## config.mk

```make
export PLATFORM = sky130hd
export DESIGN_NAME = block_extent_scan
export DESIGN_NICKNAME = d
export VERILOG_FILES = /design/src/rtl/block_extent_scan.sv
export SDC_FILE = /design/constraint.sdc
export NUM_CORES = 1
export LEC_CHECK = 0
export CAP_MARGIN = 10
export CORE_MARGIN = 1.5
export CORE_UTILIZATION = 48
export CTS_CLUSTER_DIAMETER = 120
export DETAILED_ROUTE_END_ITERATION = 10
export GPL_TIMING_DRIVEN = 0
export PLACE_DENSITY = 0.75
export SETUP_SLACK_MARGIN = 0.4
export SLEW_MARGIN = 20
export SYNTH_ARGS = -nofsm -noshare
export SYNTH_HDL_FRONTEND = slang
export SYNTH_SLANG_ARGS = --single-unit
```

## constraint.sdc

```tcl
create_clock -name clock -period 2.5 [get_ports clock]
set_clock_uncertainty 0.1 [all_clocks]
set_input_delay 0.5 -clock clock [delete_from_list [all_inputs] [get_ports clock]]
set_output_delay 0.5 -clock clock [all_outputs]
set_load 0.01 [all_outputs]
```

## src/rtl/block_extent_scan.sv

```systemverilog
// Extent finder for an NxN piece bitmap: scans one row per clock and reports
// the empty-row/column gap on each of the four edges plus an empty flag.
module block_extent_scan #(
    parameter int N = 3,
    localparam int GW = $clog2(N + 1)
) (
    input  logic            clock,
    input  logic            reset,
    input  logic            start,
    input  logic [0:N*N-1]  block,
    output logic            busy,
    output logic            done,
    output logic            empty,
    output logic [GW-1:0]   top_gap,
    output logic [GW-1:0]   bottom_gap,
    output logic [GW-1:0]   left_gap,
    output logic [GW-1:0]   right_gap
);
    typedef enum logic [1:0] {IDLE, SCAN, DONE} state_t;

    state_t          state, state_next;
    logic [0:N*N-1]  shadow;
    logic [GW-1:0]   row;
    logic            seen;
    logic [GW-1:0]   top_idx;
    logic [GW-1:0]   last_idx;
    logic [0:N-1]    col_or;
    logic [0:N-1]    row_bits;
    logic [GW-1:0]   lead_zeros;
    logic [GW-1:0]   trail_zeros;

    // busy covers exactly the states in which a new start is ignored
    assign busy = (state != IDLE);

    always_ff @(posedge clock or posedge reset) begin
        if (reset) state <= IDLE;
        else       state <= state_next;
    end

    always_comb begin
        state_next = state;
        case (state)
            IDLE:    if (start) state_next = SCAN;
            SCAN:    if (row == GW'(N - 1)) state_next = DONE;
            DONE:    state_next = IDLE;
            default: state_next = IDLE;
        endcase
    end

    always_comb begin
        row_bits = shadow[int'(row)*N +: N];
    end

    always_comb begin
        lead_zeros  = GW'(N);
        trail_zeros = GW'(N);
        for (int c = N - 1; c >= 0; c--)
            if (col_or[c]) lead_zeros = GW'(c);
        for (int c = 0; c < N; c++)
            if (col_or[c]) trail_zeros = GW'(N - 1 - c);
    end

    always_ff @(posedge clock or posedge reset) begin
        if (reset) begin
            shadow     <= '0;
            row        <= '0;
            seen       <= 1'b0;
            top_idx    <= '0;
            last_idx   <= '0;
            col_or     <= '0;
            done       <= 1'b0;
            empty      <= 1'b0;
            top_gap    <= '0;
            bottom_gap <= '0;
            left_gap   <= '0;
            right_gap  <= '0;
        end else begin
            done <= 1'b0;
            case (state)
                IDLE: if (start) begin
                    shadow <= block;
                    row    <= '0;
                    seen   <= 1'b0;
                    col_or <= '0;
                end
                SCAN: begin
                    if (|row_bits) begin
                        if (!seen) top_idx <= row;
                        seen     <= 1'b1;
                        last_idx <= row;
                    end
                    col_or <= col_or | row_bits;
                    if (row != GW'(N - 1)) row <= row + GW'(1);
                end
                DONE: begin
                    done <= 1'b1;
                    if (seen) begin
                        empty      <= 1'b0;
                        top_gap    <= top_idx;
                        bottom_gap <= GW'(N - 1) - last_idx;
                        left_gap   <= lead_zeros;
                        right_gap  <= trail_zeros;
                    end else begin
                        empty      <= 1'b1;
                        top_gap    <= GW'(N);
                        bottom_gap <= GW'(N);
                        left_gap   <= GW'(N);
                        right_gap  <= GW'(N);
                    end
                end
                default: ;
            endcase
        end
    end
endmodule

```

==> flow_summary.yaml, run 1 <==
route:
  drc: 0
  firstDrtPassIters: 4
  vias: 1097
  routed_wl_um: 2810
  wl_per_cell_um: 13.7
  ant_nets: 0
  first_iter_violations: 38
  vias_per_cell: 5.33
global_route:
  antenna_found_initial: 0
  grt_max_degree: 32
  grt_usage: 0.191
  grt_pass1_vias: 1094
  overflow: 0
  grt_pass1_wl_um: 4910
finish:
  layout.area.seq_um2: 777
  final_area_mm2: 0.00198
  n_fill_cell: 233
  drive_above_1_share: 0.302
  mostFrequentLayoutCells: "30 x dfrtp_1, 21 x clkdlybuf4s50_1, 10 x buf_4, 10 x mux2_2, 7 x nor2_1"
  nets: 177
  syn_to_final_growth_pct: 28.8
  multi_input_area_um2: 726
  antenna_cells: 0
  layout_commonest_cell: "dfrtp_1"
clocking:
  cts_sinks: 31
  clkTransAtPathRegs_ns: 0.10
  cts_tree: "yes"
  cts_buffers: 5
  cts_root_buf: "clkbuf_4"
  htree_levels: 2
  cts_buffer_depth: 2
  clk_latency_ns: 0.33
  cts_hold_buffers: 0
power_and_ir_drop:
  pwr_density_cell_mw_per_mm2: 1480
  totalPowerFinal_uw: 2930
  leakage_uw: 0.000846
  irDropWorstVdd_mv: 0.651
critical_path:
  worstSetupPathType: "reg2reg"
  arrival_ns: 2.57
  crit_fanout: 6
  start_kind: "flop"
  end_kind: "flop"
  regToRegSetupSlack_ns: 0.06
  cp.required_ns: 2.63
synth:
  yosysWarnings: 0
  avgSynthCellArea_um2: 12.3
  ys_seq_elements: 31
  yosysSeqAreaShare: 0.504
  netlist_area_mm2: 0.00154
  synth_cell_types: 35
  syn_inst: 125
  synth_nets: 140
place:
  placed_area_mm2: 0.00183
  hpwl_um: 2000
  gp_congestion: 0.781
  portBuffers: 22
die:
  dieWidth_um: 59.6
  start_util: 0.505
  rows: 20
  top_level_ports: 23
  coreArea_mm2: 0.00305
  die_y_um: 59.6
  die-area_mm2: 0.00356
sta:
  rsz0062_at_grt: "yes"
  hold_viol: 0
  finalMaxSlewViolations: 0
  fmax_ghz: 0.410
  worst_pin_slew_ns: 0.634
  relSlewSlack: 0.577
  min_period_over_period: 0.976
  finalCriticalPeriod_ns: 2.44
  setup_viol: 0
outcome:
  status: "completed"
run:
  drv_cap: 0
worst_hold_path:
  hp-class: "reg2reg"
routing by layer:
metal  up-vias  track usage  wire, um
met5         -            0         0
met4         0       0.0952        70
met3         9       0.0611       114
met2        21        0.331      1460
met1       537        0.208      1170
li1        530            -         -
layout make-up:
cell class | count | share of cell area
Tap cell | 44 | 0.0278
Clock buffer | 6 | 0.0259
Timing Repair Buffer | 30 | 0.141
Inverter | 9 | 0.0196
Sequential cell | 31 | 0.392
Multi-Input combinational cell | 79 | 0.366
Clock inverter | 1 | 0.00252
Buffer | 6 | 0.0252
Yosys cell counts, drive strengths merged:
| master | number | area [um^2] |
|---|---|---|
| a31o | 1 | 8.76 |
| o31ai | 1 | 7.51 |
| a211o | 1 | 10.0 |
| ha | 3 | 37.5 |
| o21ai | 5 | 25.0 |
| nand2 | 6 | 22.5 |
| a21oi | 6 | 33.8 |
| dfrtp | 31 | 776 |
| a2bb2oi | 1 | 15.0 |
| inv | 9 | 33.8 |
| nand2b | 1 | 6.26 |
| o22ai | 1 | 12.5 |
| clkbuf | 3 | 12.5 |
| xnor2 | 1 | 8.76 |
| or4 | 1 | 7.51 |
| mux2 | 12 | 143 |
| nor2 | 8 | 30.0 |
| o21ba | 1 | 10.0 |
| buf | 3 | 30.0 |
| o211ai | 3 | 22.5 |
| or2 | 1 | 6.26 |
| a31oi | 4 | 25.0 |
| mux2i | 6 | 60.1 |
| o21a | 4 | 31.3 |
| mux4 | 4 | 105 |
| nand3 | 2 | 10.0 |
| or3 | 1 | 6.26 |
| o22a | 3 | 26.3 |
| a22o | 2 | 17.5 |
power breakdown:
group          internal [uW]  total, uW  switching, uW  leakage (uW)
logic                    986       1700            716      0.000447
clock network            130        293            163     0.0000341
registers                749        933            184      0.000365
logic make-up (layout without fill, tap and decap cells):
kind of cell    count (synthesis)  in the layout  share of synthesized area
simple gates                   20             20                     0.0577
compound gates                 33             33                      0.159
buf+inv                        15             52                     0.0496
xor+xnor                        1              1                    0.00569
fa+ha+maj                       3              3                     0.0244
flops                          31             31                      0.504
mux                            22             22                      0.200
per-stage QoR:
stage / hold WS (ns) / setup WS [ns] / setup TNS [ns] / util / instances
2_1_floorplan: 0.354 / 0.0201 / 0 / - / 125
3_3_place_gp: 0.373 / -0.0985 / -0.114 / 0.598 / 191
3_5_place_dp: 0.388 / -0.140 / -0.197 / 0.598 / 191
4_1_cts: 0.408 / 0.0472 / 0 / 0.636 / 204
5_1_grt: 0.427 / -0.0106 / -0.0106 / 0.650 / 206
6_report: 0.402 / 0.0611 / 0 / 0.650 / 206
sequential cells by signal (all words and copies together), names as in the netlist, 2 cells and up:
| register | flops |
|---|---|
| col_or | 3 |
| shadow | 9 |
| last_idx | 2 |
| right_gap | 2 |
| state | 2 |
| bottom_gap | 2 |
| top_idx | 2 |
| left_gap | 2 |
| top_gap | 2 |
| row | 2 |
what timing repair did:
item                                    in CTS  in global routing
pin swaps                                    4                  1
cloned                                       0                  0
gates resized for setup                      6                  6
buffers inserted                             6                  2
endpoints found under the setup margin       9                 16
final timing paths:
kind,from,to,depth (start not counted)
min,left_gap[1],left_gap[1],1
min in group asynchronous,reset,shadow[4],2
max reg2reg,row[0],top_idx[1],9
max,row[0],top_idx[1],9
max in group asynchronous,reset,row[1],2
min reg2reg,left_gap[1],left_gap[1],1
worst max-delay path: stages, from the launching register on:
cell	delay, ns
dfrtp_1	0.37
buf_6	0.12
inv_6	0.03
ha_4	0.25
buf_8	0.11
mux4_2	0.52
o22ai_4	0.20
a2bb2oi_4	0.18
a211o_4	0.16
mux2_4	0.29
(Power assumes the default switching activity.)
==> inputs of run 2 (changes only) <==
- CORE_UTILIZATION: 48 -> 30
- PLACE_DENSITY: 0.75 -> default
==> run 2 against run 1 <==
Largest power group unchanged; critical path depth unchanged; power increased by 6.8%; non-clock buffer count decreased by 2; setup slack got worse by 0.020 ns.
==> flow_summary.yaml, run 2 (synthesis results as in run 1) <==
power_and_ir_drop:
  totalPowerFinal_uw: 3130
  internal_power_uw: 2040
  p_seq_frac: 0.299
  pwr_density_cell_mw_per_mm2: 1520
  clkPwrFrac: 0.162
  p_comb_frac: 0.539
  leakage_uw: 0.000863
  irDropWorstVdd_mv: 0.465
  p_switching_uw: 1090
  p_sw_frac: 0.348
finish:
  syn_to_final_growth_pct: 33.7
  largest_register_ffs: 9
  drive_above_1_share: 0.298
  final_util: 0.425
  final_cells: 228
  layout_commonest_cell: "dfrtp_1"
  antenna_cells: 0
  nets: 175
  final_area_mm2: 0.00206
  largest-register: "shadow"
  mostFrequentLayoutCells: "30 x dfrtp_1, 21 x clkdlybuf4s50_1, 10 x mux2_2"
  reg_top3: "shadow x9, col_or x3"
critical_path:
  max_stage_delay_ns: 0.52
  worstSetupPathType: "reg2reg"
  r2r_start: "row[0]"
  arrival_ns: 2.53
  start_kind: "flop"
  end_kind: "flop"
  crit_start: "row[0]"
  crit_slowest_cell: "mux4_2"
  crit_fanout: 7
  crit_chain: "buf_6 -> inv_8 -> ha_4 -> buf_8 -> mux4_2 -> o22ai_4 -> a2bb2oi_4 -> a211o_4 -> mux2_4"
  cp.required_ns: 2.57
outcome:
  status: "completed"
route:
  firstDrtPassIters: 4
  vias_per_cell: 4.75
  first_iter_violations: 62
  routed_wl_um: 2920
  vias: 1084
  drc: 0
  wl_per_cell_um: 12.8
  ant_nets: 0
place:
  gp_congestion: 0.732
  portBuffers: 22
  placed_area_mm2: 0.00185
  place_inst: 214
  hpwl_um: 2140
  dp_slack_ns: -0.167
global_route:
  grt_pass1_vias: 1092
  grt_usage: 0.122
  grt_max_degree: 32
  overflow: 0
  grt_pass1_wl_um: 5010
  antenna_found_initial: 0
clocking:
  cts_buffers: 5
  cts_tree: "yes"
  htree_levels: 2
  cts_root_buf: "clkbuf_8"
  clk_latency_ns: 0.28
  cts_buffer_depth: 2
  clkTransAtPathRegs_ns: 0.07
  cts_hold_buffers: 0
  cts_sinks: 31
sta:
  min_period_over_period: 0.983
  timing.final.ws_setup_ns: 0.0415
  setup_viol: 0
  rsz0062_at_grt: "yes"
  relSlewSlack: 0.576
  worst_pin_slew_ns: 0.635
  hold_viol: 0
  finalCriticalPeriod_ns: 2.46
  finalMaxSlewViolations: 0
  fmax_ghz: 0.407
die:
  coreArea_mm2: 0.00485
  dieWidth_um: 74.7
  rows: 25
  die_y_um: 74.7
  top_level_ports: 23
  die-area_mm2: 0.00557
  start_util: 0.318
run:
  drv_cap: 0
worst_hold_path:
  min_from: "left_gap[1]"
  hp-class: "reg2reg"
-- run 2: final cells by class --
class | count | area, um^2
Multi-Input combinational cell | 79 | 726
Inverter | 9 | 41.3
Buffer | 6 | 50.0
Sequential cell | 31 | 777
Clock buffer | 6 | 82.6
Clock inverter | 2 | 35.0
Fill cell | 463 | 2790
Timing Repair Buffer | 28 | 264
Tap cell | 67 | 83.8
-- run 2: worst max-delay path: cells and delay by family, from the launching register on --
kind,cells,cell delay (ns)
buffers and inverters,3,0.27
AO/OA/AOI/OAI,3,0.56
flip-flops,1,0.36
adder cells (fa/ha/maj),1,0.25
multiplexers,2,0.81
-- run 2: metrics by stage --
stage / TNS (ns) / hold slack [ns]
after floorplan: 0 / 0.354
after global placement: -0.156 / 0.373
after detailed placement: -0.259 / 0.383
after CTS: 0 / 0.398
after global routing: -0.0247 / 0.418
final: 0 / 0.388
-- run 2: final timing paths --
path,slack [ns],end,cells after the start
hold reg to reg,0.39,left_gap[1],1
max in group asynchronous,1.33,row[1],2
hold / removal,0.39,left_gap[1],1
setup reg to reg,0.04,top_idx[1],9
min in group asynchronous,0.52,col_or[1],2
setup / recovery,0.04,top_idx[1],9
-- run 2: power groups by stage --
stage | clock (uW) | combinational (uW) | sequential (uW)
after floorplan | 0 | 1080 | 935
after global placement | 0 | 1430 | 937
after detailed placement | 0 | 1480 | 951
after CTS | 523 | 1570 | 938
after global routing | 553 | 1840 | 973
final | 507 | 1690 | 934
-- run 2: repair_timing --
| item | 4_1_cts | 5_1_grt |
|---|---|---|
| cloned | 0 | 0 |
| buffers inserted | 5 | 1 |
| gates resized for setup | 6 | 6 |
| pin swaps | 4 | 2 |
| setup endpoints to repair | 9 | 16 |
-- run 2: layer usage --
layer / GRT usage / routed length [um] / vias up
met5: 0 / 0 / -
met4: 0.0545 / 48 / 0
met3: 0.0361 / 120 / 7
met1: 0.133 / 1240 / 531
met2: 0.220 / 1510 / 24
li1: - / - / 522
==> inputs of run 3 (changes only) <==
- RECOVER_POWER: default -> 25
==> run 3 against run 2 <==
Critical path depth did not move; core utilization unchanged; via count is the same; first-iteration DRC count unchanged; clock power about the same; global-route usage did not move; setup slack unchanged; sequential share of layout area stayed put; non-clock buffer count unchanged; sequential cell count unchanged; worst hold slack about the same; critical path type unchanged; highest routed layer unchanged.
==> flow_summary.yaml, run 3 (synthesis results as in run 1) <==
sta:
  hold_viol: 0
  relSlewSlack: 0.231
  fmax_ghz: 0.407
  finalMaxSlewViolations: 0
  finalCriticalPeriod_ns: 2.46
  timing.final.ws_setup_ns: 0.0415
  min_period_over_period: 0.983
  worst_pin_slew_ns: 1.15
  rsz0062_at_grt: "yes"
  hold-worst-slack_ns: 0.388
  setup_viol: 0
clocking:
  cts_root_buf: "clkbuf_8"
  clk_latency_ns: 0.28
  cts_tree: "yes"
  cts_buffer_depth: 2
  htree_levels: 2
  cts_buffers: 5
  clkTransAtPathRegs_ns: 0.07
  cts_sinks: 31
global_route:
  grt_pass1_vias: 1092
  grt_max_degree: 32
  grt_usage: 0.122
  grt_pass1_wl_um: 5010
  antenna_found_initial: 0
  overflow: 0
finish:
  final_area_mm2: 0.00206
  syn_to_final_growth_pct: 33.7
  reg_top3: "shadow x9, col_or x3"
  n_fill_cell: 463
  largest-register: "shadow"
  mostFrequentLayoutCells: "30 x dfrtp_1, 20 x clkdlybuf4s50_1, 10 x mux2_2"
  layout_commonest_cell: "dfrtp_1"
  final_cells: 228
  nets: 175
  antenna_cells: 0
  drive_above_1_share: 0.292
  largest_register_ffs: 9
place:
  hpwl_um: 2140
  gp_congestion: 0.732
  dp_slack_ns: -0.167
  place_inst: 214
  portBuffers: 22
  placed_area_mm2: 0.00185
route:
  first_iter_violations: 62
  vias_per_cell: 4.75
  routed_wl_um: 2920
  ant_nets: 0
  wl_per_cell_um: 12.8
  firstDrtPassIters: 4
  vias: 1084
  drc: 0
critical_path:
  end_kind: "flop"
  start_kind: "flop"
  max_stage_delay_ns: 0.52
  arrival_ns: 2.53
  cp.required_ns: 2.57
  crit_chain: "buf_6 -> inv_8 -> ha_4 -> buf_8 -> mux4_2 -> o22ai_4 -> a2bb2oi_4 -> a211o_4 -> mux2_4"
  regToRegSetupSlack_ns: 0.04
  crit_fanout: 7
  crit_slowest_cell: "mux4_2"
  worstSetupPathType: "reg2reg"
  reg2reg_depth: 9
power_and_ir_drop:
  irDropWorstVdd_mv: 0.465
  pwr_density_cell_mw_per_mm2: 1520
  totalPowerFinal_uw: 3130
  leakage_uw: 0.000865
outcome:
  status: "completed"
run:
  drv_cap: 0
die:
  top_level_ports: 23
  dieWidth_um: 74.7
  start_util: 0.318
  rows: 25
  coreArea_mm2: 0.00485
  die-area_mm2: 0.00557
  die_y_um: 74.7
worst_hold_path:
  hold_depth: 1
  hp-class: "reg2reg"
-- run 3: final cells by class --
type                            instances  area (um^2)  share of cell area
Sequential cell                        31          777               0.377
Inverter                                9         41.3              0.0200
Tap cell                               67         83.8              0.0407
Clock inverter                          2         35.0              0.0170
Clock buffer                            6         82.6              0.0401
Timing Repair Buffer                   28          264               0.128
Multi-Input combinational cell         79          726               0.352
Buffer                                  6         50.0              0.0243
-- run 3: through the flow --
stage	util	setup TNS, ns
6_report	0.425	0
5_1_grt	0.425	-0.0247
4_1_cts	0.417	0
3_5_place_dp	0.382	-0.259
3_3_place_gp	0.382	-0.156
2_1_floorplan	-	0
-- run 3: path summary, 6_finish.rpt --
path,from,endpoint
worst max-delay path,row[0],top_idx[1]
worst min-delay path,left_gap[1],left_gap[1]
worst min register to register,left_gap[1],left_gap[1]
min in group asynchronous,reset,col_or[1]
max in group asynchronous,reset,row[1]
worst max register to register,row[0],top_idx[1]
-- run 3: report_power, final --
group          internal, uW  total [uW]  leakage [uW]  switching (uW)
logic                   968        1690      0.000438             719
clock network           322         507     0.0000612             185
registers               751         934      0.000365             183
total                  2040        3130      0.000865            1090
-- run 3: worst max-delay path, delay by kind of cell, from the launching register on --
kind	cells	cell delay [ns]
adders and majority gates	1	0.25
DFF	1	0.36
muxes	2	0.81
AOI/OAI and AO/OA	3	0.56
buffers and inverters	3	0.27
-- run 3: routing by layer --
metal  share of wire  global-route usage  up-vias
met5               0                   0        -
met4           0.016              0.0545        0
met3           0.041              0.0361        7
met2            0.52               0.220       24
met1            0.42               0.133      531
li1                -                   -      522
-- run 3: repair_timing --
action | 4_1_cts | 5_1_grt
setup endpoints to repair | 9 | 16
pin swaps | 4 | 2
resized for setup | 6 | 6
hold buffers | 0 | 0
setup buffers | 5 | 1
